File: src/rtl/operand_fetch_unit_pkg.sv
// Shared definitions for the operand fetch unit: data-RAM geometry, tag width
// and the packed payloads carried on the fetch interface.
package operand_fetch_unit_pkg;

    localparam int unsigned DATA_ROW_WIDTH     = 32;
    localparam int unsigned DATA_ADDRESS_WIDTH = 6;
    localparam int unsigned OFU_TAG_WIDTH      = 8;

    typedef logic [DATA_ROW_WIDTH-1:0]     ofu_data_t;
    typedef logic [DATA_ADDRESS_WIDTH-1:0] ofu_addr_t;
    typedef logic [OFU_TAG_WIDTH-1:0]      ofu_tag_t;

    // Issue request: two source addresses plus an opaque tag
    typedef struct packed {
        ofu_addr_t addr0;
        ofu_addr_t addr1;
        ofu_tag_t  tag;
    } ofu_req_t;

    // Operand pair handed to execute
    typedef struct packed {
        ofu_data_t data0;
        ofu_data_t data1;
        ofu_tag_t  tag;
    } ofu_operand_t;

    // Snooped RAM write port
    typedef struct packed {
        logic      en;
        ofu_addr_t addr;
        ofu_data_t data;
    } ofu_snoop_t;

endpackage

File: src/rtl/operand_fetch_unit_if.sv
// Fetch-stage bus bundle. Signal suffixes are from the fetch unit's point of view.
//   issue_*   : request handshake from issue
//   read_*    : RAM read addresses out, ram_data_* registered RAM data in
//   snoop_i   : copy of the RAM write port
//   operand_* : operand-pair handshake to execute
interface operand_fetch_unit_if;
    import operand_fetch_unit_pkg::*;

    logic         issue_valid_i;
    logic         issue_ready_o;
    ofu_req_t     issue_req_i;
    ofu_addr_t    read_addr0_o;
    ofu_addr_t    read_addr1_o;
    ofu_data_t    ram_data0_i;
    ofu_data_t    ram_data1_i;
    ofu_snoop_t   snoop_i;
    logic         operand_valid_o;
    logic         operand_ready_i;
    ofu_operand_t operand_o;

    modport slave (
        input  issue_valid_i, issue_req_i, ram_data0_i, ram_data1_i, snoop_i, operand_ready_i,
        output issue_ready_o, read_addr0_o, read_addr1_o, operand_valid_o, operand_o
    );

    modport master (
        output issue_valid_i, issue_req_i, ram_data0_i, ram_data1_i, snoop_i, operand_ready_i,
        input  issue_ready_o, read_addr0_o, read_addr1_o, operand_valid_o, operand_o
    );
endinterface

File: src/rtl/operand_fetch_unit_entry.sv
// ofu_entry: one operand slot {addr0, addr1, data0, data1, tag, valid} with the
// two write-snoop comparators. An operand not yet "owned" falls back to
// fall_data*_i (the RAM output for the in-flight slot).
// Ports: clk, rst_n; load_i/clear_i slot control; req_i, load_data*_i,
// load_own*_i load payload; fall_data*_i fallback data; snoop_i write port;
// valid_o, op_o slot contents (merged view when COMB_OUT, else registered).
module ofu_entry
    import operand_fetch_unit_pkg::*;
#(
    parameter bit COMB_OUT = 1'b0
) (
    input  logic         clk,
    input  logic         rst_n,
    input  logic         load_i,
    input  logic         clear_i,
    input  ofu_req_t     req_i,
    input  ofu_data_t    load_data0_i,
    input  ofu_data_t    load_data1_i,
    input  logic         load_own0_i,
    input  logic         load_own1_i,
    input  ofu_data_t    fall_data0_i,
    input  ofu_data_t    fall_data1_i,
    input  ofu_snoop_t   snoop_i,
    output logic         valid_o,
    output ofu_operand_t op_o
);

    logic      valid_q, valid_d;
    ofu_req_t  req_q, req_d;
    ofu_data_t data0_q, data0_d, data1_q, data1_d;
    logic      own0_q, own0_d, own1_q, own1_d;
    logic      hit0_c, hit1_c;
    ofu_data_t merged0_c, merged1_c;

    // A write to a held address wins over stored or fallback data
    always_comb begin
        hit0_c    = valid_q && snoop_i.en && (snoop_i.addr == req_q.addr0);
        hit1_c    = valid_q && snoop_i.en && (snoop_i.addr == req_q.addr1);
        merged0_c = hit0_c ? snoop_i.data : (own0_q ? data0_q : fall_data0_i);
        merged1_c = hit1_c ? snoop_i.data : (own1_q ? data1_q : fall_data1_i);
    end

    // Next state: load has priority, clear zeroes the slot, otherwise track writes
    always_comb begin
        valid_d = valid_q;
        req_d   = req_q;
        data0_d = data0_q;
        data1_d = data1_q;
        own0_d  = own0_q;
        own1_d  = own1_q;
        if (load_i) begin
            valid_d = 1'b1;
            req_d   = req_i;
            data0_d = load_data0_i;
            data1_d = load_data1_i;
            own0_d  = load_own0_i;
            own1_d  = load_own1_i;
        end else if (clear_i) begin
            valid_d = 1'b0;
            req_d   = '0;
            data0_d = '0;
            data1_d = '0;
            own0_d  = 1'b0;
            own1_d  = 1'b0;
        end else if (valid_q) begin
            data0_d = merged0_c;
            data1_d = merged1_c;
            own0_d  = own0_q | hit0_c;
            own1_d  = own1_q | hit1_c;
        end
    end

    always_ff @(posedge clk or negedge rst_n) begin
        if (!rst_n) begin
            valid_q <= 1'b0;
            req_q   <= '0;
            data0_q <= '0;
            data1_q <= '0;
            own0_q  <= 1'b0;
            own1_q  <= 1'b0;
        end else begin
            valid_q <= valid_d;
            req_q   <= req_d;
            data0_q <= data0_d;
            data1_q <= data1_d;
            own0_q  <= own0_d;
            own1_q  <= own1_d;
        end
    end

    always_comb begin
        valid_o  = valid_q;
        op_o.tag = req_q.tag;
        if (COMB_OUT) begin
            op_o.data0 = merged0_c;
            op_o.data1 = merged1_c;
        end else begin
            op_o.data0 = data0_q;
            op_o.data1 = data1_q;
        end
    end

endmodule

File: src/rtl/operand_fetch_unit.sv
// operand_fetch_unit: accepts issue requests, drives the RAM read addresses,
// merges RAM data with snooped writes and queues coherent operand pairs for
// execute in a DEPTH-entry circular FIFO.
// Ports: clk, rst_n (async, active low); bus (operand_fetch_unit_if.slave).
module operand_fetch_unit
    import operand_fetch_unit_pkg::*;
#(
    parameter int unsigned DEPTH = 2
) (
    input  logic                 clk,
    input  logic                 rst_n,
    operand_fetch_unit_if.slave  bus
);

    localparam int unsigned PTR_W = $clog2(DEPTH);
    localparam int unsigned CNT_W = PTR_W + 1;

    logic [PTR_W-1:0] head_q, head_d, tail_q, tail_d;
    logic [CNT_W-1:0] count_q, count_d;
    logic             issue_ready_q, issue_ready_d;
    ofu_addr_t        flight_addr0_q, flight_addr0_d, flight_addr1_q, flight_addr1_d;

    logic             accept_c, push_c, pop_c, own0_c, own1_c;
    logic             flight_valid;
    ofu_operand_t     flight_op;
    ofu_req_t         push_req_c;
    logic             ent_valid [DEPTH];
    ofu_operand_t     ent_op    [DEPTH];

    assign bus.read_addr0_o = bus.issue_req_i.addr0;
    assign bus.read_addr1_o = bus.issue_req_i.addr1;

    // Read-during-write returns old RAM data, so capture a same-cycle write here
    assign own0_c = bus.snoop_i.en && (bus.snoop_i.addr == bus.issue_req_i.addr0);
    assign own1_c = bus.snoop_i.en && (bus.snoop_i.addr == bus.issue_req_i.addr1);

    // In-flight slot: live for exactly the cycle the RAM data is returning
    ofu_entry #(.COMB_OUT(1'b1)) u_flight (
        .clk          (clk),
        .rst_n        (rst_n),
        .load_i       (accept_c),
        .clear_i      (1'b1),
        .req_i        (bus.issue_req_i),
        .load_data0_i (bus.snoop_i.data),
        .load_data1_i (bus.snoop_i.data),
        .load_own0_i  (own0_c),
        .load_own1_i  (own1_c),
        .fall_data0_i (bus.ram_data0_i),
        .fall_data1_i (bus.ram_data1_i),
        .snoop_i      (bus.snoop_i),
        .valid_o      (flight_valid),
        .op_o         (flight_op)
    );

    assign push_req_c = '{addr0: flight_addr0_q, addr1: flight_addr1_q, tag: flight_op.tag};

    // Buffer entries hold fully merged data, so they always own their operands
    for (genvar i = 0; i < int'(DEPTH); i++) begin : g_entry
        ofu_entry #(.COMB_OUT(1'b0)) u_entry (
            .clk          (clk),
            .rst_n        (rst_n),
            .load_i       (push_c && (tail_q == PTR_W'(i))),
            .clear_i      (pop_c && (head_q == PTR_W'(i))),
            .req_i        (push_req_c),
            .load_data0_i (flight_op.data0),
            .load_data1_i (flight_op.data1),
            .load_own0_i  (1'b1),
            .load_own1_i  (1'b1),
            .fall_data0_i ('0),
            .fall_data1_i ('0),
            .snoop_i      (bus.snoop_i),
            .valid_o      (ent_valid[i]),
            .op_o         (ent_op[i])
        );
    end

    // Empty entries are zeroed, so the head mux yields 0 when the buffer is empty
    assign bus.operand_valid_o = ent_valid[head_q];
    assign bus.operand_o       = ent_op[head_q];
    assign bus.issue_ready_o   = issue_ready_q;

    // Pointer, occupancy and credit next-state
    always_comb begin
        head_d         = head_q;
        tail_d         = tail_q;
        flight_addr0_d = flight_addr0_q;
        flight_addr1_d = flight_addr1_q;
        accept_c       = bus.issue_valid_i && issue_ready_q;
        push_c         = flight_valid;
        pop_c          = ent_valid[head_q] && bus.operand_ready_i;
        if (push_c) tail_d = tail_q + PTR_W'(1);
        if (pop_c)  head_d = head_q + PTR_W'(1);
        if (accept_c) begin
            flight_addr0_d = bus.issue_req_i.addr0;
            flight_addr1_d = bus.issue_req_i.addr1;
        end
        count_d       = count_q + CNT_W'(push_c) - CNT_W'(pop_c);
        // Credit computed into a register: no path from operand_ready_i to issue_ready_o
        issue_ready_d = (32'(accept_c) + 32'(count_d)) < DEPTH;
    end

    always_ff @(posedge clk or negedge rst_n) begin
        if (!rst_n) begin
            head_q         <= '0;
            tail_q         <= '0;
            count_q        <= '0;
            issue_ready_q  <= 1'b1;
            flight_addr0_q <= '0;
            flight_addr1_q <= '0;
        end else begin
            head_q         <= head_d;
            tail_q         <= tail_d;
            count_q        <= count_d;
            issue_ready_q  <= issue_ready_d;
            flight_addr0_q <= flight_addr0_d;
            flight_addr1_q <= flight_addr1_d;
        end
    end

endmodule

File: src/flat_wrapper.sv
// flat-port wrapper written by rule: the top's interface ports become plain ports
module operand_fetch_unit_flat import operand_fetch_unit_pkg::*;
#(
    parameter int unsigned DEPTH = 2
)
  (clk, rst_n, bus_issue_valid_i, bus_issue_req_i, bus_ram_data0_i, bus_ram_data1_i, bus_snoop_i, bus_operand_ready_i, bus_issue_ready_o, bus_read_addr0_o, bus_read_addr1_o, bus_operand_valid_o, bus_operand_o);
  operand_fetch_unit_if bus_i ();
  input  logic clk;
  input  logic rst_n;
  input wire logic [$bits(bus_i.issue_valid_i)-1:0] bus_issue_valid_i;
  input wire logic [$bits(bus_i.issue_req_i)-1:0] bus_issue_req_i;
  input wire logic [$bits(bus_i.ram_data0_i)-1:0] bus_ram_data0_i;
  input wire logic [$bits(bus_i.ram_data1_i)-1:0] bus_ram_data1_i;
  input wire logic [$bits(bus_i.snoop_i)-1:0] bus_snoop_i;
  input wire logic [$bits(bus_i.operand_ready_i)-1:0] bus_operand_ready_i;
  output wire logic [$bits(bus_i.issue_ready_o)-1:0] bus_issue_ready_o;
  output wire logic [$bits(bus_i.read_addr0_o)-1:0] bus_read_addr0_o;
  output wire logic [$bits(bus_i.read_addr1_o)-1:0] bus_read_addr1_o;
  output wire logic [$bits(bus_i.operand_valid_o)-1:0] bus_operand_valid_o;
  output wire logic [$bits(bus_i.operand_o)-1:0] bus_operand_o;
  assign bus_i.issue_valid_i = bus_issue_valid_i;
  assign bus_i.issue_req_i = bus_issue_req_i;
  assign bus_i.ram_data0_i = bus_ram_data0_i;
  assign bus_i.ram_data1_i = bus_ram_data1_i;
  assign bus_i.snoop_i = bus_snoop_i;
  assign bus_i.operand_ready_i = bus_operand_ready_i;
  assign bus_issue_ready_o = bus_i.issue_ready_o;
  assign bus_read_addr0_o = bus_i.read_addr0_o;
  assign bus_read_addr1_o = bus_i.read_addr1_o;
  assign bus_operand_valid_o = bus_i.operand_valid_o;
  assign bus_operand_o = bus_i.operand_o;
  operand_fetch_unit #(.DEPTH(DEPTH)) u_core (.clk(clk), .rst_n(rst_n), .bus(bus_i));
endmodule
File: config.mk
export PLATFORM = sky130hd
export DESIGN_NAME = operand_fetch_unit_flat
export DESIGN_NICKNAME = d
export VERILOG_FILES = /design/src/rtl/operand_fetch_unit_pkg.sv /design/src/rtl/operand_fetch_unit_if.sv /design/src/rtl/operand_fetch_unit_entry.sv /design/src/rtl/operand_fetch_unit.sv /design/src/flat_wrapper.sv
export SDC_FILE = /design/constraint.sdc
export NUM_CORES = 1
export LEC_CHECK = 0
export ABC_AREA = 1
export CAP_MARGIN = 20
export CORE_UTILIZATION = 50
export CTS_CLUSTER_SIZE = 25
export DETAILED_ROUTE_END_ITERATION = 8
export DONT_BUFFER_PORTS = 1
export SKIP_LAST_GASP = 1
export SYNTH_ARGS = -nofsm -noshare
export SYNTH_HDL_FRONTEND = slang
export SYNTH_SLANG_ARGS = --single-unit
File: constraint.sdc
create_clock -name clk -period 1.63 [get_ports clk]
set_clock_uncertainty 0.05 [all_clocks]
set_input_delay 0.163 -clock clk [delete_from_list [all_inputs] [get_ports clk]]
set_output_delay 0.163 -clock clk [all_outputs]
set_load 0.02 [all_outputs]
-- Word level (Yosys, flattened, before mapping)
Index checks and enable logic that the tools add are counted.
- bits in registers: 246
- bits of input ports: 127
- logic and storage cells: 135
- add/sub/neg operators: 5
- $lt $le $gt $ge: 2
- equality and inequality tests: 12
- multiplexer cells: 55
- bitwise gates (word level): 7
- reductions and logical operators: 25
- operators by type and width (kind ; number):
    32-bit 2-to-1 mux ; 25
    72-bit 2-to-1 mux ; 3
    20-bit 2-to-1 mux ; 5
    6-bit == test ; 8
    32-bit by 2-bit less-than comparator with 1-bit output, second input constant ; 1
    1-bit 2-to-1 mux ; 22
    1-bit logical AND ; 17
    4-bit by 3-bit != test with 1-bit output, second input constant ; 4
    2-bit AND reduction ; 4
    3-bit nonzero test ; 2
    1-bit OR ; 4
    2-bit nonzero test ; 2
    1-bit by 2-bit adder with 3-bit output ; 1
    1-bit adder, second input constant ; 2
    2-bit by 1-bit adder with 2-bit output ; 1
    2-bit greater-or-equal comparator, second input constant ; 1
    1-bit inverter ; 2
    1-bit inverter with 2-bit output ; 1
    2-bit by 1-bit subtractor with 2-bit output ; 1

-- Depth between registers and ports, before layout
- word-level depth: 8
- gate-level depth with buffers: 13
- mapped depth without buffers: 11

-- Hierarchy
Synthesis repeated with hierarchy kept, for this count alone.
- cell total of the unflattened synthesis: 2999
- area, all modules: 19620.1 µm²
- by module, submodules not included (module ; times used ; cells each ; area an instance (µm²) ; seq. area each (µm²)):
    ofu_entry (u_core.g_entry[0].u_entry ...) ; 2 ; 895 ; 5746.8 ; 2177.1
    ofu_entry (u_core.u_flight) ; 1 ; 837 ; 6150.9 ; 2177.1
    operand_fetch_unit ; 1 ; 372 ; 1975.6 ; 426.7

-- Worst setup path before layout
Ideal clock, no wire load.
- path type: register to register
- start point: reg u_core.head_q
- end point: reg u_core.issue_ready_q (netlist: u_core.bus.issue_ready_o)
- setup time: 73 ps
- arrival: 1348 ps
- required time: 1507 ps
- path slack: 159 ps
- cell stages (with the launch flop): 9
- path buffers: 0
- cell sequence: dfrtp_1 -> inv_1 -> nand3_1 -> nand2_1 -> ha_1 -> inv_1 -> ha_1 -> xnor2_1 -> a21oi_1
- longest elaborated chain between the ends: 8
- RTL lines (element ; RTL line ; source):
    start, declared ; operand_fetch_unit.sv:18 ; logic [PTR_W-1:0] head_q, head_d, tail_q, tail_d;
    start signal, assigned ; operand_fetch_unit.sv:104 ; head_q <= '0;
    start signal, assigned ; operand_fetch_unit.sv:111 ; head_q <= head_d;
    1-bit inverter with 2-bit output (not written as such) ; operand_fetch_unit.sv:90 ; pop_c = ent_valid[head_q] && bus.operand_ready_i;
    1-bit 2-to-1 mux (not written as such) (3 in a row) ; operand_fetch_unit.sv:90 ;
    1-bit logical AND ; operand_fetch_unit.sv:90 ;
    2-bit by 1-bit subtractor with 2-bit output ; operand_fetch_unit.sv:97 ; count_d = count_q + CNT_W'(push_c) - CNT_W'(pop_c);
    named net u_core.count_d[1] ; operand_fetch_unit.sv:19 ; logic [CNT_W-1:0] count_q, count_d;
    1-bit by 2-bit adder with 3-bit output ; operand_fetch_unit.sv:99 ; issue_ready_d = (32'(accept_c) + 32'(count_d)) < DEPTH;
    32-bit by 2-bit less-than comparator with 1-bit output ; operand_fetch_unit.sv:99 ;
    named net u_core.issue_ready_d ; operand_fetch_unit.sv:20 ; logic issue_ready_q, issue_ready_d;
    end signal, assigned ; operand_fetch_unit.sv:114 ; issue_ready_q <= issue_ready_d;
    end, declared ; operand_fetch_unit.sv:20 ;
The timed path passes the listed nets, and every way through them passes these cells. The select of a mux whose other input is x is not followed.
A chain may end at the register's enable or synchronous reset.

-- Worst setup path after layout
- start point: reg u_core.head_q
- end point: out bus_operand_o[57]
- longest elaborated chain between the ends: 4
- RTL lines (element ; RTL line ; source):
    1-bit inverter with 2-bit output (not written as such) ; operand_fetch_unit.sv:79 ; assign bus.operand_o = ent_op[head_q];
    72-bit 2-to-1 mux (not written as such) (3 in a row) ; operand_fetch_unit.sv:79 ;
    end, declared ; flat_wrapper.sv:20 ; output wire logic [$bits(bus_i.operand_o)-1:0] bus_operand_o;
No other way between the ends. The select of a mux whose other input is x is not followed.

==> flow_summary.yaml <==
synthesis:
  synth_edf_count: 0
  synthFlopType: "dfrtp_1"
  async_reset_ff_share_pct: 100.0
  yosysWarnings: 0
  syn_inst: 1856
  avgSynthCellArea_sq_um: 7.300
  synthesis.nets: 1985
  synth_cell_type_count: 33
  synth_area_sq_um: 13550
  yosys_register_bits: 246
  seq_area_frac_synth_pct: 45.44
status:
  violations: "DRC, hold timing, setup timing"
  outcome: "finished with violations"
power:
  clkPwrFrac_pct: 20.8
  power_frac_comb_pct: 49.2
  sw_frac_of_total_pct: 42.49
  ir_worst_vdd_uv: 1157
  power_density_nw_per_um2: 1800
  p_sw_mw: 13.80
  share_seq_of_total_power_pct: 30.0
  cell_internal_pwr_mw: 18.68
  p_leak_nw: 8.711
die:
  pin_count: 213
  start_util_pct: 51.41
  fp-row-count: 59
  fp.dieH_um: 166.6
  die_w_um: 166.6
  core_sq_um: 26350
  die_area_sq_um: 27760
clock_tree:
  cts_made_buffers: 28
  cts_hold_buffers: 126
  clk_path_buf_depth: 3
  cts_tree: "built"
  cts_sinks: 246
  clkLatencyLatePin_ns: 0.55
  cts.clk_slew.worst_paths_ns: 0.06
  clock_tree.htree_level_count: 1
  cts-root-buf: "clkbuf_16"
sta:
  setup_tns_ns: -47.37
  drv_slew: 0
  period_share_pct: 119.8
  setup_viol: 205
  maxSlewHeadroom_pct: 60.58
  fmax_ghz: 0.5122
  worst_slack_ns: -0.3222
  worst-slew-pin-transition_ns: 0.5913
  finalHoldViolations: 246
  rsz0062_at_grt: "true"
  hold_ws_ns: -0.7328
  fin_crit_ns: 1.952
setup_path:
  cp.arrival_ns: 1.74
  crit_end: "bus_operand_o[57]"
  worstSetupStartpoint: "u_core.head_q$_DFFE_PN0N_"
  r2r-start: "u_core.head_q$_DFFE_PN0N_"
  crit_path_end_kind: "output pin"
  r2r_setup_slack_ns: -0.30
  r2r_end: "u_core.g_entry[0].u_entry.data0_q[21]$_DFFE_PN0P_"
  reg2regPathDepth: 12
  cp_max_fo: 9
  cp-start-kind: "flip-flop"
  cp_data_required_time_ns: 1.42
  timing_worst_setup_path_type: "flip-flop to output pin"
final_layout:
  area_growth_pct: 33.15
  final_cell_mix: "498 x nand2_1, 351 x nand3_1, 242 x dfrtp_1"
  nets: 2137
  drive_gt1_share_pct: 17.98
  final_area_sq_um: 18040
  final_common_cell: "nand2_1"
  fillers: 2175
  finalNonFillerCells: 2368
placed_design:
  numPortBuffers: 0
  placed_area_sq_um: 14320
  pre_cts_ws_ns: -0.06514
  place_congestion: 0.8366
  dp_hpwl_mm: 28.57
  dp.cells: 2152
drt:
  vias_per_cell: 5.758
  wl_per_cell_um: 21.22
  firstDrtPassIters: 9
  antenna_left: 0
  drc: 15
  vias: 13634
  first_iter_violations: 1472
  wl_mm: 50.25
job:
  cap_violations: 0
grt:
  grt_usage_pct: 34.61
  grt_pass1_vias: 13228
  grt_max_degree: 247
  antenna_found_initial: 4
  grt_pass1_wl_mm: 74.91
  grt-ovfl-total: 0
min_path:
  hold_class: "input pin to asynchronous set/reset pin"
==> timing repair <==
item / in CTS / in global routing
setup buffers: 11 / 5
gates cloned: 7 / 14
pin swaps: 6 / 27
endpoints found under the setup margin: 198 / 208
endpoints found under the hold margin: 442 / 246
resized for setup: 144 / 87
==> Yosys cell counts (2+ instances only) <==
cell	instances	area, sq um
a21oi_1	2	10.01
buf_1	11	41.29
buf_2	33	165.2
buf_4	33	247.7
buf_6	15	168.9
clkbuf_1	38	142.6
dfrtp_1	245	6131
ha_1	2	25.02
inv_1	159	596.8
inv_2	8	30.03
inv_4	2	12.51
nand2_1	604	2267
nand2_2	34	212.7
nand2_4	2	22.52
nand3_1	363	1817
nand4_1	35	219.0
nor2_1	99	371.6
nor2_4	5	56.30
nor4_1	2	12.51
o21ai_0	95	475.5
o21bai_1	12	90.09
o22ai_1	30	187.7
or2_1	2	12.51
xnor2_1	11	96.34
xor2_1	6	52.55
==> per-layer routing <==
| layer | vias up | global-route usage [%] | part of all wire [%] |
|---|---|---|---|
| met5 | - | 0 | 0.020 |
| met4 | 2 | 11.19 | 2.8 |
| met3 | 102 | 7.248 | 10 |
| met2 | 796 | 56.39 | 47 |
| met1 | 6452 | 46.13 | 40 |
| li1 | 6282 | - | - |
==> worst min path at each step <==
| stage | to | slack (ns) |
|---|---|---|
| after floorplan | u_core.count_q[0]$_DFF_PN0_ | -0.18 |
| after global placement | u_core.u_flight.data1_q[6]$_DFF_PN0_ | -0.17 |
| after detailed placement | u_core.g_entry[0].u_entry.data1_q[6]$_DFFE_PN0P_ | -0.17 |
| after CTS | u_core.u_flight.data1_q[9]$_DFF_PN0_ | -0.74 |
| after global routing | u_core.g_entry[1].u_entry.data1_q[6]$_DFFE_PN0P_ | -0.75 |
| final | u_core.g_entry[1].u_entry.data1_q[6]$_DFFE_PN0P_ | -0.73 |
==> critical path, stage by stage (launching register included) <==
cell and delay (ns):
dfrtp_4 0.54, inv_6 0.10, buf_12 0.16, clkbuf_16 0.18, nand2_1 0.09, nand2_4 0.11
==> power by group through the flow <==
| stage | registers [mW] | clock network, mW | logic (mW) |
|---|---|---|---|
| after floorplan | 9.31 | 0 | 7.71 |
| after CTS | 9.53 | 6.81 | 13.7 |
| final | 9.74 | 6.75 | 16.0 |
| after detailed placement | 9.58 | 0 | 11.2 |
| after global placement | 9.53 | 0 | 11.1 |
| after global routing | 9.95 | 7.07 | 16.9 |
==> registers in the layout, indices dropped and copies added, names as in the netlist <==
| name | flops |
|---|---|
| u_core.bus.issue_ready_o | 1 |
| u_core.count_q | 2 |
| u_core.flight_addr0_q | 6 |
| u_core.flight_addr1_q | 6 |
| u_core.g_entry.u_entry.data0_q | 64 |
| u_core.g_entry.u_entry.data1_q | 64 |
| u_core.g_entry.u_entry.op_o | 16 |
| u_core.g_entry.u_entry.own0_q | 2 |
| u_core.g_entry.u_entry.own1_q | 2 |
| u_core.g_entry.u_entry.req_q | 24 |
| u_core.g_entry.u_entry.valid_o | 2 |
| u_core.head_q | 1 |
| u_core.tail_q | 1 |
| u_core.u_flight.data1_q | 32 |
| u_core.u_flight.op_o | 8 |
| u_core.u_flight.own0_q | 1 |
| u_core.u_flight.own1_q | 1 |
| u_core.u_flight.req_q | 12 |
| u_core.u_flight.valid_o | 1 |
==> per-stage QoR <==
stage	total power, mW	util [%]
2_1_floorplan	17.02	-
3_3_place_gp	20.62	54.34
3_5_place_dp	20.81	54.34
4_1_cts	30.01	65.72
5_1_grt	33.92	68.46
6_report	32.47	68.46
==> final cells by class <==
class,count,area (sq um),area share [%]
multi-input combinational,1310,6686,37.06
antenna,3,7.507,0.04161
clock inverter,7,87.58,0.4855
sequential,246,6163,34.16
inverter,170,650.6,3.606
tap,335,419.2,2.323
timing repair buffer,252,3110,17.24
clock buffer,45,915.9,5.077
==> cells by family after synthesis <==
group | Yosys count | synth area share, %
and+or+nand+nor | 1149 | 37.09
buffers and inverters | 300 | 10.40
DFF | 246 | 45.44
AOI/OAI and AO/OA | 142 | 5.790
xor gates and xnor gates | 17 | 1.099
adders and majority gates | 2 | 0.1847
No activity file was read; power rests on OpenSTA's default activity.
